===== src/rtl/seg_rx_pkg.sv =====
// Shared package for the 7-segment display link.
// Contents:
//   u6 / u28 / u32 : width typedefs shared with the display block
//   segt[0:16]     : segment encodings; 0..15 are hex digits, 16 is blank
//   hex_t          : result of a reverse lookup (valid flag plus nibble)
//   seg2hex        : segment byte -> hex nibble reverse lookup
package seg_rx_pkg;

  typedef logic [5:0]  u6;
  typedef logic [27:0] u28;
  typedef logic [31:0] u32;

  localparam logic [7:0] segt [0:16] = '{
    8'h03, 8'h9f, 8'h25, 8'h0d, 8'h99, 8'h49, 8'h41, 8'h1f,
    8'h01, 8'h09, 8'h11, 8'hc1, 8'h63, 8'h85, 8'h61, 8'h71,
    8'hff
  };

  localparam u6 BcntMax  = 6'd31;
  localparam u6 WordBits = 6'd16;

  typedef struct packed {
    logic       vld;
    logic [3:0] nib;
  } hex_t;

  // Only the 16 digit codes are searched; the blank code is not a digit.
  function automatic hex_t seg2hex(input logic [7:0] seg);
    hex_t res;
    res = '0;
    for (int i = 0; i < 16; i++) begin
      if (seg == segt[i]) begin
        res.vld = 1'b1;
        res.nib = 4'(i);
      end
    end
    return res;
  endfunction

endpackage


===== src/rtl/seg_rx_if.sv =====
// Link and result bundle of the segment receiver.
// Link lines : sclk, ds, stclk (driven by the link master)
// Results    : val, frame_vld, dig_mask, dig_err, sel_err, frame_err, err_cnt
// master : drives the link, observes results (bench / display side)
// slave  : the receiver
interface seg_rx_if
  import seg_rx_pkg::*;
#(
  parameter int unsigned ERRW = 16
);
  logic            sclk;
  logic            ds;
  logic            stclk;
  u32              val;
  logic            frame_vld;
  logic [7:0]      dig_mask;
  logic            dig_err;
  logic            sel_err;
  logic            frame_err;
  logic [ERRW-1:0] err_cnt;

  modport master (
    output sclk, ds, stclk,
    input  val, frame_vld, dig_mask, dig_err, sel_err, frame_err, err_cnt
  );

  modport slave (
    input  sclk, ds, stclk,
    output val, frame_vld, dig_mask, dig_err, sel_err, frame_err, err_cnt
  );
endinterface


===== src/rtl/seg_rx_sync_edge.sv =====
// SYNC-stage synchronizer with rising-edge detect for one async line.
// Ports:
//   clk, rst : system clock, async active-high reset
//   i_d      : asynchronous input line
//   o_lvl    : synchronized level
//   o_rise   : one-cycle pulse on a synchronized 0->1 transition
module seg_rx_sync_edge #(
  parameter int unsigned SYNC = 2
) (
  input  logic clk,
  input  logic rst,
  input  logic i_d,
  output logic o_lvl,
  output logic o_rise
);
  logic [SYNC-1:0] r_sync;
  logic            r_prev;

  always_ff @(posedge clk or posedge rst) begin
    if (rst) begin
      r_sync <= '0;
      r_prev <= 1'b0;
    end else begin
      r_sync <= {r_sync[SYNC-2:0], i_d};
      r_prev <= r_sync[SYNC-1];
    end
  end

  assign o_lvl  = r_sync[SYNC-1];
  assign o_rise = r_sync[SYNC-1] & ~r_prev;
endmodule


===== src/rtl/seg_rx.sv =====
// Serial receiver for the 7-segment display link.
// Reassembles 16-bit latched words {sel, seg}, maps each to one hex nibble of
// val and publishes a frame once all 8 digit positions have been refreshed.
// Ports:
//   clk, rst : system clock, async active-high reset
//   bus      : seg_rx_if slave (link lines in, value / status / errors out)
module seg_rx
  import seg_rx_pkg::*;
#(
  parameter int unsigned SYNC = 2,
  parameter int unsigned ERRW = 16
) (
  input logic     clk,
  input logic     rst,
  seg_rx_if.slave bus
);
  logic w_sh_p, w_lt_p, w_ds;
  logic w_sclk_lvl, w_stclk_lvl, w_ds_rise;

  seg_rx_sync_edge #(.SYNC(SYNC)) u_sync_sclk (
    .clk    (clk),
    .rst    (rst),
    .i_d    (bus.sclk),
    .o_lvl  (w_sclk_lvl),
    .o_rise (w_sh_p)
  );

  seg_rx_sync_edge #(.SYNC(SYNC)) u_sync_ds (
    .clk    (clk),
    .rst    (rst),
    .i_d    (bus.ds),
    .o_lvl  (w_ds),
    .o_rise (w_ds_rise)
  );

  seg_rx_sync_edge #(.SYNC(SYNC)) u_sync_stclk (
    .clk    (clk),
    .rst    (rst),
    .i_d    (bus.stclk),
    .o_lvl  (w_stclk_lvl),
    .o_rise (w_lt_p)
  );

  logic w_unused;
  assign w_unused = w_sclk_lvl ^ w_stclk_lvl ^ w_ds_rise;

  logic [15:0]     r_sr;
  u6               r_bcnt;
  u32              r_val;
  logic [7:0]      r_dig_mask;
  logic            r_frame_vld;
  logic            r_dig_err;
  logic            r_sel_err;
  logic            r_frame_err;
  logic [ERRW-1:0] r_err_cnt;

  // Word decode uses r_sr as held before any coincident shift.
  logic [7:0] w_sel, w_seg;
  hex_t       w_hex;
  logic [2:0] w_k;
  logic       w_frame_err, w_sel_err, w_dig_err, w_wr;
  logic [7:0] w_mask_base, w_mask_d;
  logic       w_err_any;

  assign {w_sel, w_seg} = r_sr;
  assign w_hex          = seg2hex(w_seg);

  // Select bit p maps to nibble 7-p.
  always_comb begin
    w_k = '0;
    for (int p = 0; p < 8; p++) begin
      if (w_sel[p]) w_k = 3'(7 - p);
    end
  end

  // Priority: bit count, then select, then segment code; one pulse per latch.
  assign w_frame_err = w_lt_p && (r_bcnt != WordBits);
  assign w_sel_err   = w_lt_p && !w_frame_err && !$onehot(w_sel);
  assign w_dig_err   = w_lt_p && !w_frame_err && !w_sel_err && !w_hex.vld;
  assign w_wr        = w_lt_p && !w_frame_err && !w_sel_err && w_hex.vld;

  // Mask clears the cycle after a completed frame; no carry-over.
  assign w_mask_base = r_frame_vld ? 8'h00 : r_dig_mask;
  assign w_mask_d    = w_wr ? (w_mask_base | (8'h01 << w_k)) : w_mask_base;

  assign w_err_any = r_frame_err | r_sel_err | r_dig_err;

  always_ff @(posedge clk or posedge rst) begin
    if (rst) begin
      r_sr        <= '0;
      r_bcnt      <= '0;
      r_val       <= '0;
      r_dig_mask  <= '0;
      r_frame_vld <= 1'b0;
      r_dig_err   <= 1'b0;
      r_sel_err   <= 1'b0;
      r_frame_err <= 1'b0;
      r_err_cnt   <= '0;
    end else begin
      if (w_sh_p) r_sr <= {w_ds, r_sr[15:1]};

      if (w_lt_p) begin
        r_bcnt <= w_sh_p ? 6'd1 : 6'd0;
      end else if (w_sh_p && (r_bcnt != BcntMax)) begin
        r_bcnt <= r_bcnt + 6'd1;
      end

      r_frame_err <= w_frame_err;
      r_sel_err   <= w_sel_err;
      r_dig_err   <= w_dig_err;

      if (w_wr) r_val[{w_k, 2'b00} +: 4] <= w_hex.nib;
      r_dig_mask  <= w_mask_d;
      r_frame_vld <= w_wr && (w_mask_d == 8'hff);

      if (w_err_any && (r_err_cnt != {ERRW{1'b1}})) r_err_cnt <= r_err_cnt + ERRW'(1);
    end
  end

  assign bus.val       = r_val;
  assign bus.frame_vld = r_frame_vld;
  assign bus.dig_mask  = r_dig_mask;
  assign bus.dig_err   = r_dig_err;
  assign bus.sel_err   = r_sel_err;
  assign bus.frame_err = r_frame_err;
  assign bus.err_cnt   = r_err_cnt;
endmodule


===== src/flat_wrapper.sv =====
// flat-port wrapper written by rule: the top's interface ports become plain ports
module seg_rx_flat import seg_rx_pkg::*;
#(
  parameter int unsigned SYNC = 2,
  parameter int unsigned ERRW = 16
)
  (clk, rst, bus_sclk, bus_ds, bus_stclk, bus_val, bus_frame_vld, bus_dig_mask, bus_dig_err, bus_sel_err, bus_frame_err, bus_err_cnt);
  seg_rx_if #(.ERRW(ERRW)) bus_i ();
  input logic clk;
  input logic rst;
  input wire logic [$bits(bus_i.sclk)-1:0] bus_sclk;
  input wire logic [$bits(bus_i.ds)-1:0] bus_ds;
  input wire logic [$bits(bus_i.stclk)-1:0] bus_stclk;
  output wire logic [$bits(bus_i.val)-1:0] bus_val;
  output wire logic [$bits(bus_i.frame_vld)-1:0] bus_frame_vld;
  output wire logic [$bits(bus_i.dig_mask)-1:0] bus_dig_mask;
  output wire logic [$bits(bus_i.dig_err)-1:0] bus_dig_err;
  output wire logic [$bits(bus_i.sel_err)-1:0] bus_sel_err;
  output wire logic [$bits(bus_i.frame_err)-1:0] bus_frame_err;
  output wire logic [$bits(bus_i.err_cnt)-1:0] bus_err_cnt;
  assign bus_i.sclk = bus_sclk;
  assign bus_i.ds = bus_ds;
  assign bus_i.stclk = bus_stclk;
  assign bus_val = bus_i.val;
  assign bus_frame_vld = bus_i.frame_vld;
  assign bus_dig_mask = bus_i.dig_mask;
  assign bus_dig_err = bus_i.dig_err;
  assign bus_sel_err = bus_i.sel_err;
  assign bus_frame_err = bus_i.frame_err;
  assign bus_err_cnt = bus_i.err_cnt;
  seg_rx #(.SYNC(SYNC), .ERRW(ERRW)) u_core (.clk(clk), .rst(rst), .bus(bus_i));
endmodule

===== config.mk =====
export PLATFORM = sky130hd
export DESIGN_NAME = seg_rx_flat
export DESIGN_NICKNAME = d
export VERILOG_FILES = /design/src/rtl/seg_rx_pkg.sv /design/src/rtl/seg_rx_if.sv /design/src/rtl/seg_rx_sync_edge.sv /design/src/rtl/seg_rx.sv /design/src/flat_wrapper.sv
export SDC_FILE = /design/constraint.sdc
export NUM_CORES = 1
export LEC_CHECK = 0
export BUFFER_PORTS_ARGS = -buffer_cell sky130_fd_sc_hd__buf_2
export CAP_MARGIN = 20
export CORE_ASPECT_RATIO = 0.5
export CORE_MARGIN = 5
export CORE_UTILIZATION = 40
export DETAILED_ROUTE_END_ITERATION = 16
export HOLD_SLACK_MARGIN = 0.12
export PLACE_DENSITY = 0.62
export SYNTH_ARGS = -nofsm -noshare
export SYNTH_HDL_FRONTEND = slang
export SYNTH_SLANG_ARGS = --single-unit

===== constraint.sdc =====
create_clock -name clk -period 10.11 [get_ports clk]
set_input_delay 1.011 -clock clk [delete_from_list [all_inputs] [get_ports clk]]
set_output_delay 1.011 -clock clk [all_outputs]
set_load 0.03 [all_outputs]

Word-level counts from Yosys, hierarchy flattened

Cells that the tools add are included.

Register bits after elaboration: 90
Input bits: 5
Output and inout port bits: 60
Logic and storage cells: 99

$add $sub $neg: 10
Equal/unequal tests: 21
Shift operators: 3
Muxes and demuxes: 30
Bitwise logic cells: 7
Reductions and logical operators: 14

Operators by type and width:

| kind                                                  | count |
|---|---|
| two-way mux 5 bit                                     | 16 |
| == test 8 x 7 -> 1 bit, second input constant         | 5 |
| == test 8 bit, second input constant                  | 5 |
| bitwise mux 32 bit                                    | 1 |
| variable shift 4 x 7 -> 32 bit, first input constant  | 1 |
| indexed part select 4 x 7 -> 32 bit                   | 1 |
| two-way mux 3 bit                                     | 8 |
| adder 16 x 1 -> 16 bit, second input constant         | 1 |
| == test 8 x 4 -> 1 bit, second input constant         | 2 |
| == test 8 x 5 -> 1 bit, second input constant         | 2 |
| two-way mux 8 bit                                     | 2 |
| inequality test 16 bit, second input constant         | 1 |
| adder 4 bit                                           | 3 |
| two-way mux 6 bit                                     | 2 |
| inequality test 6 x 5 -> 1 bit, second input constant | 2 |
| logical AND 1 bit                                     | 9 |
| adder 1 x 1 -> 2 bit                                  | 4 |
| == test 8 x 1 -> 1 bit, second input constant         | 1 |
| == test 8 x 2 -> 1 bit, second input constant         | 1 |
| == test 8 x 6 -> 1 bit, second input constant         | 1 |
| bitwise OR 8 bit                                      | 1 |
| left shift 1 x 3 -> 8 bit, first input constant       | 1 |
| negator 5 -> 7 bit                                    | 1 |
| adder 6 x 1 -> 6 bit, second input constant           | 1 |
| 7 further kinds                                       | 13 |

Depth between registers and ports, before layout

Gate-level depths: netlist (run 1).

Depth after elaboration: 21
Gate-level depth with buffers: 13
Gate-level depth less buffers: 12

By module

Synthesis (run 1) repeated with hierarchy kept, for this count alone.

Cell total of the unflattened synthesis: 420
Area, all modules: 4668.2 µm²

Modules (own cells, without submodules):

| module           | instances | cells each | area each (µm²) | sequential area each (µm²) |
|---|---|---|---|---|
| seg_rx           | 1         | 405        | 4390.5          | 2052.0 |
| seg_rx_sync_edge | 3         | 5          | 92.6            | 75.1 |

Worst setup path after synthesis (run 1)

Ideal clock, no wire load.

Path type: register -> register
Start: register u_core.r_sr[14]
End: register u_core.r_val[0] (netlist: u_core.bus.val[0])
Setup time: 0.125 ns
Arrival: 4.015 ns
Required time: 9.985 ns
Slack: 5.970 ns
Cell stages (with the launch flop): 14
Path buffers: 1
Period minus slack after synthesis: 4.140 ns
Cell sequence: dfrtp_1 ha_1 inv_1 fa_1 inv_1 fa_1 ha_1 fa_1 nor4b_1 nand4_1 or3_1 or4_4 buf_6 mux2_4

Word-level cells in the longest chain between the ends: 9
Elaborated cells on any way between the ends: 15
Those cells by class: add/sub: 4; eq/ne: 1; shift: 2; mux: 3; reduce/logical: 5

Ends and longest elaborated chain:

| element                                        | line          | RTL |
|---|---|---|
| from (decl)                                    | seg_rx.sv:47  | `logic [15:0] r_sr;` |
| from (signal assigned)                         | seg_rx.sv:100 | `if (w_sh_p) r_sr <= {w_ds, r_sr[15:1]};` |
| adder 1 x 1 -> 2 bit (not written as such)     | seg_rx.sv:78  | `assign w_sel_err = w_lt_p && !w_frame_err && !$onehot(w_sel);` |
| adder 4 bit (not written as such) (2 in a row) | seg_rx.sv:78  |  |
| == test 4 x 1 -> 1 bit                         | seg_rx.sv:78  |  |
| logical NOT 1 bit                              | seg_rx.sv:78  |  |
| logical AND 1 bit                              | seg_rx.sv:78  |  |
| logical NOT 1 bit                              | seg_rx.sv:80  | `assign w_wr = w_lt_p && !w_frame_err && !w_sel_err && w_hex.vld;` |
| logical AND 1 bit (2 in a row)                 | seg_rx.sv:80  |  |
| to (signal, indexed assignment)                | seg_rx.sv:112 | `if (w_wr) r_val[{w_k, 2'b00} +: 4] <= w_hex.nib;` |
| to (decl)                                      | seg_rx.sv:49  | `u32 r_val;` |

Parallel ways exist; a longest one is shown, timed or not.
A chain may end at the register's enable or synchronous reset.

Final worst setup path (run 1)

Start: register u_core.r_sr[14]
End: register u_core.r_val[3] (netlist: u_core.bus.val[3])

The elaborated chain is that of the path after synthesis.

==> reports/results.txt, run 1 <==
Final period util = 0.435
Finished Core Util = 0.481
H-tree levels = 3
die span in x = 160 um
Routed Wire Length = 9490 um
Root Driver = clkbuf_16
drt drc = 0
Syn. warnings = 0
PortBufs = 64
Comb pwr share = 0.249
crit end category = register
status = finished clean
post-CTS setup buffers = 0
Mapped Area = 4470 um^2
PwrDens = 216 nW/um^2
leakage = 0.00262 uW
First-pass DRT Iterations = 4
crit path kind = register to register
Switching Share = 0.330
commonest non-fill, non-tap cells in the layout = dfrtp_1 (90), buf_2 (64), mux2_2 (32)
final number of hold-violating endpoints = 0
Worst-path clk slew = 0.07 ns
ys async rst share = 1.00
post-route minimum period = 4.39 ns
Clock power frac = 0.341
initial core utilization = 0.409
startpoint types = register
Max-Cap Viols = 0
Hold Path Class = register to register
CP arrival = 4.62 ns
GPL Wtd Cong = 0.824
max-slew violations = 0
reg2reg setup slack = 5.72 ns
clk buf depth = 2
ANT nets after route = 0
Setup TNS = 0 ns
vias in the first global route = 3,200
share of the yosys chip area belonging to registers = 0.503
Mean Syn Cell Area = 11.0 um^2
HPWL after DPL = 6900 um
Yosys reg bits = 90
syn_nets = 431
worst-path fanout max = 5
final clock skew = 0.00484 ns
n_diodes = 0
core region area = 10,900 um^2
commonest non-fill, non-tap cell in the layout = dfrtp_1
TritonCTS clock tree = done
RSZ-0062 raised after global routing = false
hold_ws = 0.349 ns
Worst Tran Pin Value = 0.784 ns
Slew headroom = 0.477
area delta synth->final = 17.6%
drt initial violations = 257
hold buffer count at cts = 0
clock sink total = 90
post-synth cell types = 49
final setup fails = 0
Max VDD drop = 0.0000934 V
initial antenna violation count = 0
DR vias/cell = 5.13
Seq pwr share = 0.410
Synth Instances = 405
CTS Buf Count = 9
Remaining Overflow, GRT = 0
Die Area = 13,500 um^2
via count = 3,156
largest net degree at the start of global routing = 64
DR WL/cell = 15.4 um
Top Ports = 65
first-pass GRT wire length = 16,400 um
gr usage total = 0.148
Post-synth EDFFs = 0
sw power = 376 uW
worst skew pair latency = 0.34 ns
Pint = 762 uW
Post-CTS Resized = 0
required time worst endpoint = 10.34 ns
f_max = 0.228 GHz
# nets final = 491
share of cells above drive strength 1 = 0.262
top_reg_cell synth = dfrtp_1
row count = 27
Die Y = 84.8 um
critical path: stages (launching register included):
cell and delay [ns]:
dfrtp_1 0.41, ha_1 0.24, fa_1 0.53, fa_1 0.50, ha_1 0.22, fa_1 0.42
nor4b_1 0.46, nand4_1 0.27, or3_1 0.42, or4_4 0.49, mux2_4 0.32
registers in the layout, summed over array words and instances (netlist names):
| name | count |
|---|---|
| u_core.bus.sel_err | 1 |
| u_core.u_sync_stclk.r_prev | 1 |
| u_core.r_sr | 16 |
| u_core.bus.dig_mask | 8 |
| u_core.u_sync_ds.r_sync | 2 |
| u_core.bus.err_cnt | 16 |
| u_core.bus.frame_vld | 1 |
| u_core.bus.val | 32 |
| u_core.u_sync_stclk.r_sync | 2 |
| u_core.bus.dig_err | 1 |
| u_core.bus.frame_err | 1 |
| u_core.u_sync_sclk.r_prev | 1 |
| u_core.u_sync_sclk.r_sync | 2 |
| u_core.r_bcnt | 6 |
synth_stat cells, types with 2 or more instances:
| master | number | area (um^2) |
|---|---|---|
| nor4b_1 | 3 | 26.3 |
| ha_1 | 17 | 213 |
| o21bai_1 | 5 | 37.5 |
| nor4bb_1 | 2 | 20.0 |
| a22o_1 | 3 | 26.3 |
| and3_1 | 8 | 50.1 |
| a31oi_1 | 2 | 12.5 |
| and2_1 | 6 | 37.5 |
| inv_1 | 27 | 101 |
| nor3b_1 | 3 | 22.5 |
| nand3_1 | 17 | 85.1 |
| o2bb2ai_1 | 4 | 35.0 |
| xnor2_1 | 14 | 123 |
| nor2_1 | 22 | 82.6 |
| mux2_2 | 32 | 360 |
| nand2b_1 | 6 | 37.5 |
| nor3_1 | 7 | 35.0 |
| mux2_4 | 4 | 60.1 |
| and4_1 | 5 | 43.8 |
| a32oi_1 | 2 | 17.5 |
| fa_1 | 4 | 80.1 |
| clkbuf_1 | 15 | 56.3 |
| o22ai_1 | 7 | 43.8 |
| nand4_1 | 10 | 62.6 |
| dfrtp_1 | 90 | 2250 |
| nor2b_1 | 10 | 62.6 |
| a21oi_1 | 7 | 35.0 |
| nand2_1 | 26 | 97.6 |
| xor2_1 | 6 | 52.6 |
| o211ai_1 | 3 | 22.5 |
| a21o_1 | 2 | 15.0 |
| nor4_1 | 4 | 25.0 |
| buf_6 | 2 | 22.5 |
| o21ai_0 | 12 | 60.1 |
| or4_1 | 2 | 15.0 |
| o31ai_1 | 3 | 22.5 |
power by group through the flow:
stage / logic (uW) / registers, uW / clock network [uW]
after global placement: 282 / 472 / 0
final: 284 / 466 / 388
after floorplan: 235 / 452 / 0
after global routing: 326 / 477 / 412
after CTS: 286 / 465 / 396
after detailed placement: 284 / 472 / 0
metrics by stage:
stage               total power (uW)  instance area (um^2)  worst slack [ns]  std cells
finish                          1140                  5260              5.72        615
global route                    1210                  5260              5.45        615
CTS                             1150                  5260              5.71        615
detailed placement               756                  4910              5.72        599
global placement                 754                  4910              5.82        599
floorplan                        687                  4470              5.97        405
worst paths after layout:
kind	end	startpoint	cells past startpoint
min	u_core.u_sync_sclk.r_sync[1]	u_core.u_sync_sclk.r_sync[0]	0
max	u_core.bus.val[3]	u_core.r_sr[14]	10
max in group asynchronous	u_core.r_sr[0]	rst	3
min reg2reg	u_core.u_sync_sclk.r_sync[1]	u_core.u_sync_sclk.r_sync[0]	0
min in group asynchronous	u_core.r_bcnt[3]	rst	2
max reg2reg	u_core.bus.val[3]	u_core.r_sr[14]	10
metal layers:
metal / up-vias / global-route usage / wire length, um
li1: 1557 / - / -
met1: 1540 / 0.202 / 4630
met2: 50 / 0.231 / 4340
met3: 9 / 0.0407 / 401
met4: 0 / 0.0472 / 119
met5: - / 0 / 0
cell families (layout without fill, tap and decap cells):
group                      after synthesis  count (layout)  share of synthesized area
and+or+nand+nor                        137             137                      0.170
AOI/OAI and AO/OA                       56              56                     0.0850
DFF                                     90              90                      0.503
buffers and inverters                   44             109                     0.0403
muxes                                   37              37                     0.0962
adders and majority gates               21              21                     0.0655
xor gates and xnor gates                20              20                     0.0392
cell type report:
class / instances / area, um^2
inverters: 27 / 103
well taps: 145 / 181
clock inverters: 7 / 124
fillers: 1018 / 5680
repair buffers: 66 / 335
clock buffers: 9 / 225
flip-flops and latches: 90 / 2250
multi-input cells: 271 / 2040
(Power assumes the default switching activity.)
==> run 2, diff against run 1 <==
Settings changed: PLACE_DENSITY 0.62 to 0.65.
Clock period 10.11 ns to 3.6 ns, I/O delays scaled along.
==> run 2 against run 1 <==
  * The flow now finishes with violations (setup timing)
  * Sequential cell count unchanged
  * Worst hold slack hardly changed
  * Core utilization is 3.9 points higher
  * Clock-buffer cell count grew 1
  * Global-route usage increased by 1.1 points
  * Final area increased by 8.2%
  * Clock skew rose by 0.0060 ns
  * Die area unchanged
  * Worst setup slack worse by 6.0 ns
  * First-iteration DRC count shrank 33%
  * Sequential share of layout area down 3.2 points
  * Largest power group unchanged
  * Highest routed layer unchanged
==> reports/results.txt, run 2 (synthesized netlist as in run 1, its figures left out) <==
status = finished, violations left (was finished clean)
violated checks = setup timing
post-route minimum period = 3.93 ns (was 4.39 ns)
FF-to-FF path depth = 10 (unchanged)
RSZ-0062 raised after global routing = true (was false)
drt drc = 0 (unchanged)
ANT nets after route = 0 (unchanged)
reg2reg setup slack = -0.33 ns (was 5.72 ns)
Root Driver = clkbuf_16 (unchanged)
crit path kind = register to register (unchanged)
sw power = 1120 uW (was 376 uW)
final setup fails = 28 (was 0)
max-slew violations = 0 (unchanged)
first-pass GRT wire length = 17,500 um (was 16,400 um)
clock sink total = 90 (unchanged)
max FFs per register = 32 (unchanged)
Setup TNS = -5.69 ns (was 0 ns)
Worst R2R Start = u_core.r_sr[15] (was u_core.r_sr[14])
DR vias/cell = 5.15 (was 5.13)
DR WL/cell = 15.6 um (was 15.4 um)
Post-Place Cell Area = 5150 um^2 (was 4910 um^2)
TritonCTS clock tree = done (unchanged)
commonest non-fill, non-tap cells in the layout = dfrtp_1 (90), buf_2 (64), buf_4 (31) (was dfrtp_1 (90), buf_2 (64), mux2_2 (32))
row count = 27 (unchanged)
# nets final = 526 (was 491)
largest net degree at the start of global routing = 60 (was 64)
PortBufs = 64 (unchanged)
Clock power frac = 0.304 (was 0.341)
Worst-path clk slew = 0.06 ns (was 0.07 ns)
FF-to-FF End = u_core.bus.val[2] (was u_core.bus.val[3])
share of cells above drive strength 1 = 0.341 (was 0.262)
hold_ws = 0.349 ns (about the same)
final number of hold-violating endpoints = 0 (unchanged)
worst skew pair latency = 0.35 ns (was 0.34 ns)
CTS Buf Count = 9 (unchanged)
Hold Path Class = register to register (unchanged)
clk buf depth = 2 (unchanged)
CP arrival = 4.17 ns (was 4.62 ns)
fin area = 5690 um^2 (was 5260 um^2)
final clock skew = 0.0108 ns (was 0.00484 ns)
Finished Core Util = 0.520 (was 0.481)
Max-Cap Viols = 0 (unchanged)
required time worst endpoint = 3.83 ns (was 10.34 ns)
Min-Delay Startpoint = u_core.u_sync_sclk.r_sync[0] (unchanged)
HPWL after DPL = 7050 um (was 6900 um)
area delta synth->final = 27.2% (was 17.6%)
Comb pwr share = 0.316 (was 0.249)
Slew headroom = 0.497 (was 0.477)
commonest non-fill, non-tap cell in the layout = dfrtp_1 (unchanged)
Die Area = 13,500 um^2 (unchanged)
Die Y = 84.8 um (unchanged)
Max VDD drop = 0.000258 V (was 0.0000934 V)
Tot Pwr = 3320 uW (was 1140 uW)
Final period util = 1.09 (was 0.435)
hold path cells = 0 (unchanged)
WHS Endpoint = u_core.u_sync_sclk.r_sync[1] (unchanged)
drt initial violations = 171 (was 257)
Top Ports = 65 (unchanged)
gr usage total = 0.159 (was 0.148)
startpoint types = register (unchanged)
Routed Wire Length = 10,100 um (was 9490 um)
f_max = 0.254 GHz (was 0.228 GHz)
Switching Share = 0.337 (was 0.330)
leakage = 0.00283 uW (was 0.00262 uW)
core region area = 10,900 um^2 (unchanged)
via count = 3,350 (was 3,156)
PwrDens = 583 nW/um^2 (was 216 nW/um^2)
GPL Wtd Cong = 0.836 (was 0.824)
fill count = 987 (was 1,018)
Worst Tran Pin Value = 0.744 ns (was 0.784 ns)
Seq pwr share = 0.380 (was 0.410)
H-tree levels = 3 (unchanged)
Remaining Overflow, GRT = 0 (unchanged)
crit end category = register (unchanged)
initial core utilization = 0.409 (unchanged)
First-pass DRT Iterations = 4 (unchanged)
worst-path fanout max = 4 (was 5)
n_diodes = 0 (unchanged)
vias in the first global route = 3,391 (was 3,200)
die span in x = 160 um (unchanged)
Pint = 2200 uW (was 762 uW)
initial antenna violation count = 0 (unchanged)
Worst Slack Setup Final = -0.334 ns (was 5.72 ns)
run 2: routing by layer:
layer / vias to the layer above / routed length (um) / GRT usage
met5: - / 0 / 0
met4: 0 / 147 / 0.0526
met3: 12 / 438 / 0.0422
met2: 63 / 4590 / 0.244
met1: 1649 / 4940 / 0.219
li1: 1626 / - / -
run 2: worst max path at each step:
stage,cells after the start,endpoint,slack (ns),from
floorplan,11,u_core.bus.val[0],-0.41,u_core.r_sr[15]
global placement,12,u_core.bus.val[1],-0.27,u_core.r_sr[15]
CTS,10,u_core.bus.val[2],-0.37,u_core.r_sr[15]
finish,10,u_core.bus.val[2],-0.33,u_core.r_sr[15]
detailed placement,12,u_core.bus.val[18],-0.41,u_core.r_sr[10]
global route,12,u_core.bus.val[16],-0.48,u_core.r_sr[15]
run 2: per-stage QoR:
stage,setup slack (ns),cells
5_1_grt,-0.480,650
2_1_floorplan,-0.408,405
4_1_cts,-0.367,647
3_3_place_gp,-0.267,625
3_5_place_dp,-0.411,625
6_report,-0.334,650
run 2: final cells by class:
type | instances | area (um^2) | share of cell area
Clock buffer | 10 | 229 | 0.0402
Clock inverter | 6 | 90.1 | 0.0158
Inverter | 27 | 103 | 0.0180
Multi-Input combinational cell | 271 | 2210 | 0.389
Sequential cell | 90 | 2250 | 0.396
Tap cell | 145 | 181 | 0.0319
Timing Repair Buffer | 101 | 624 | 0.110
run 2: repair_timing:
action                     4_1_cts  5_1_grt
hold endpoints to repair         3       23
buffers inserted                 3        1
pin swaps                        3        2
hold buffers                     3        1
setup endpoints to repair       30       35
gates resized for setup         24        4
run 2: power groups by stage:
stage                     Sequential (uW)  Clock (uW)  Combinational, uW
after floorplan                      1280           0                706
after global placement               1270           0                979
after CTS                            1260        1040               1050
after global routing                 1280        1080               1200
after detailed placement             1280           0               1000
final                                1260        1010               1050
run 2: critical path, cell delays in order, from the launching register on:
cell     delay, ns
dfrtp_1       0.41
ha_4          0.17
fa_1          0.50
fa_1          0.56
ha_2          0.18
fa_1          0.42
nor4b_2       0.25
nand4_1       0.15
or3_1         0.38
or4_4         0.48
mux2_4        0.31
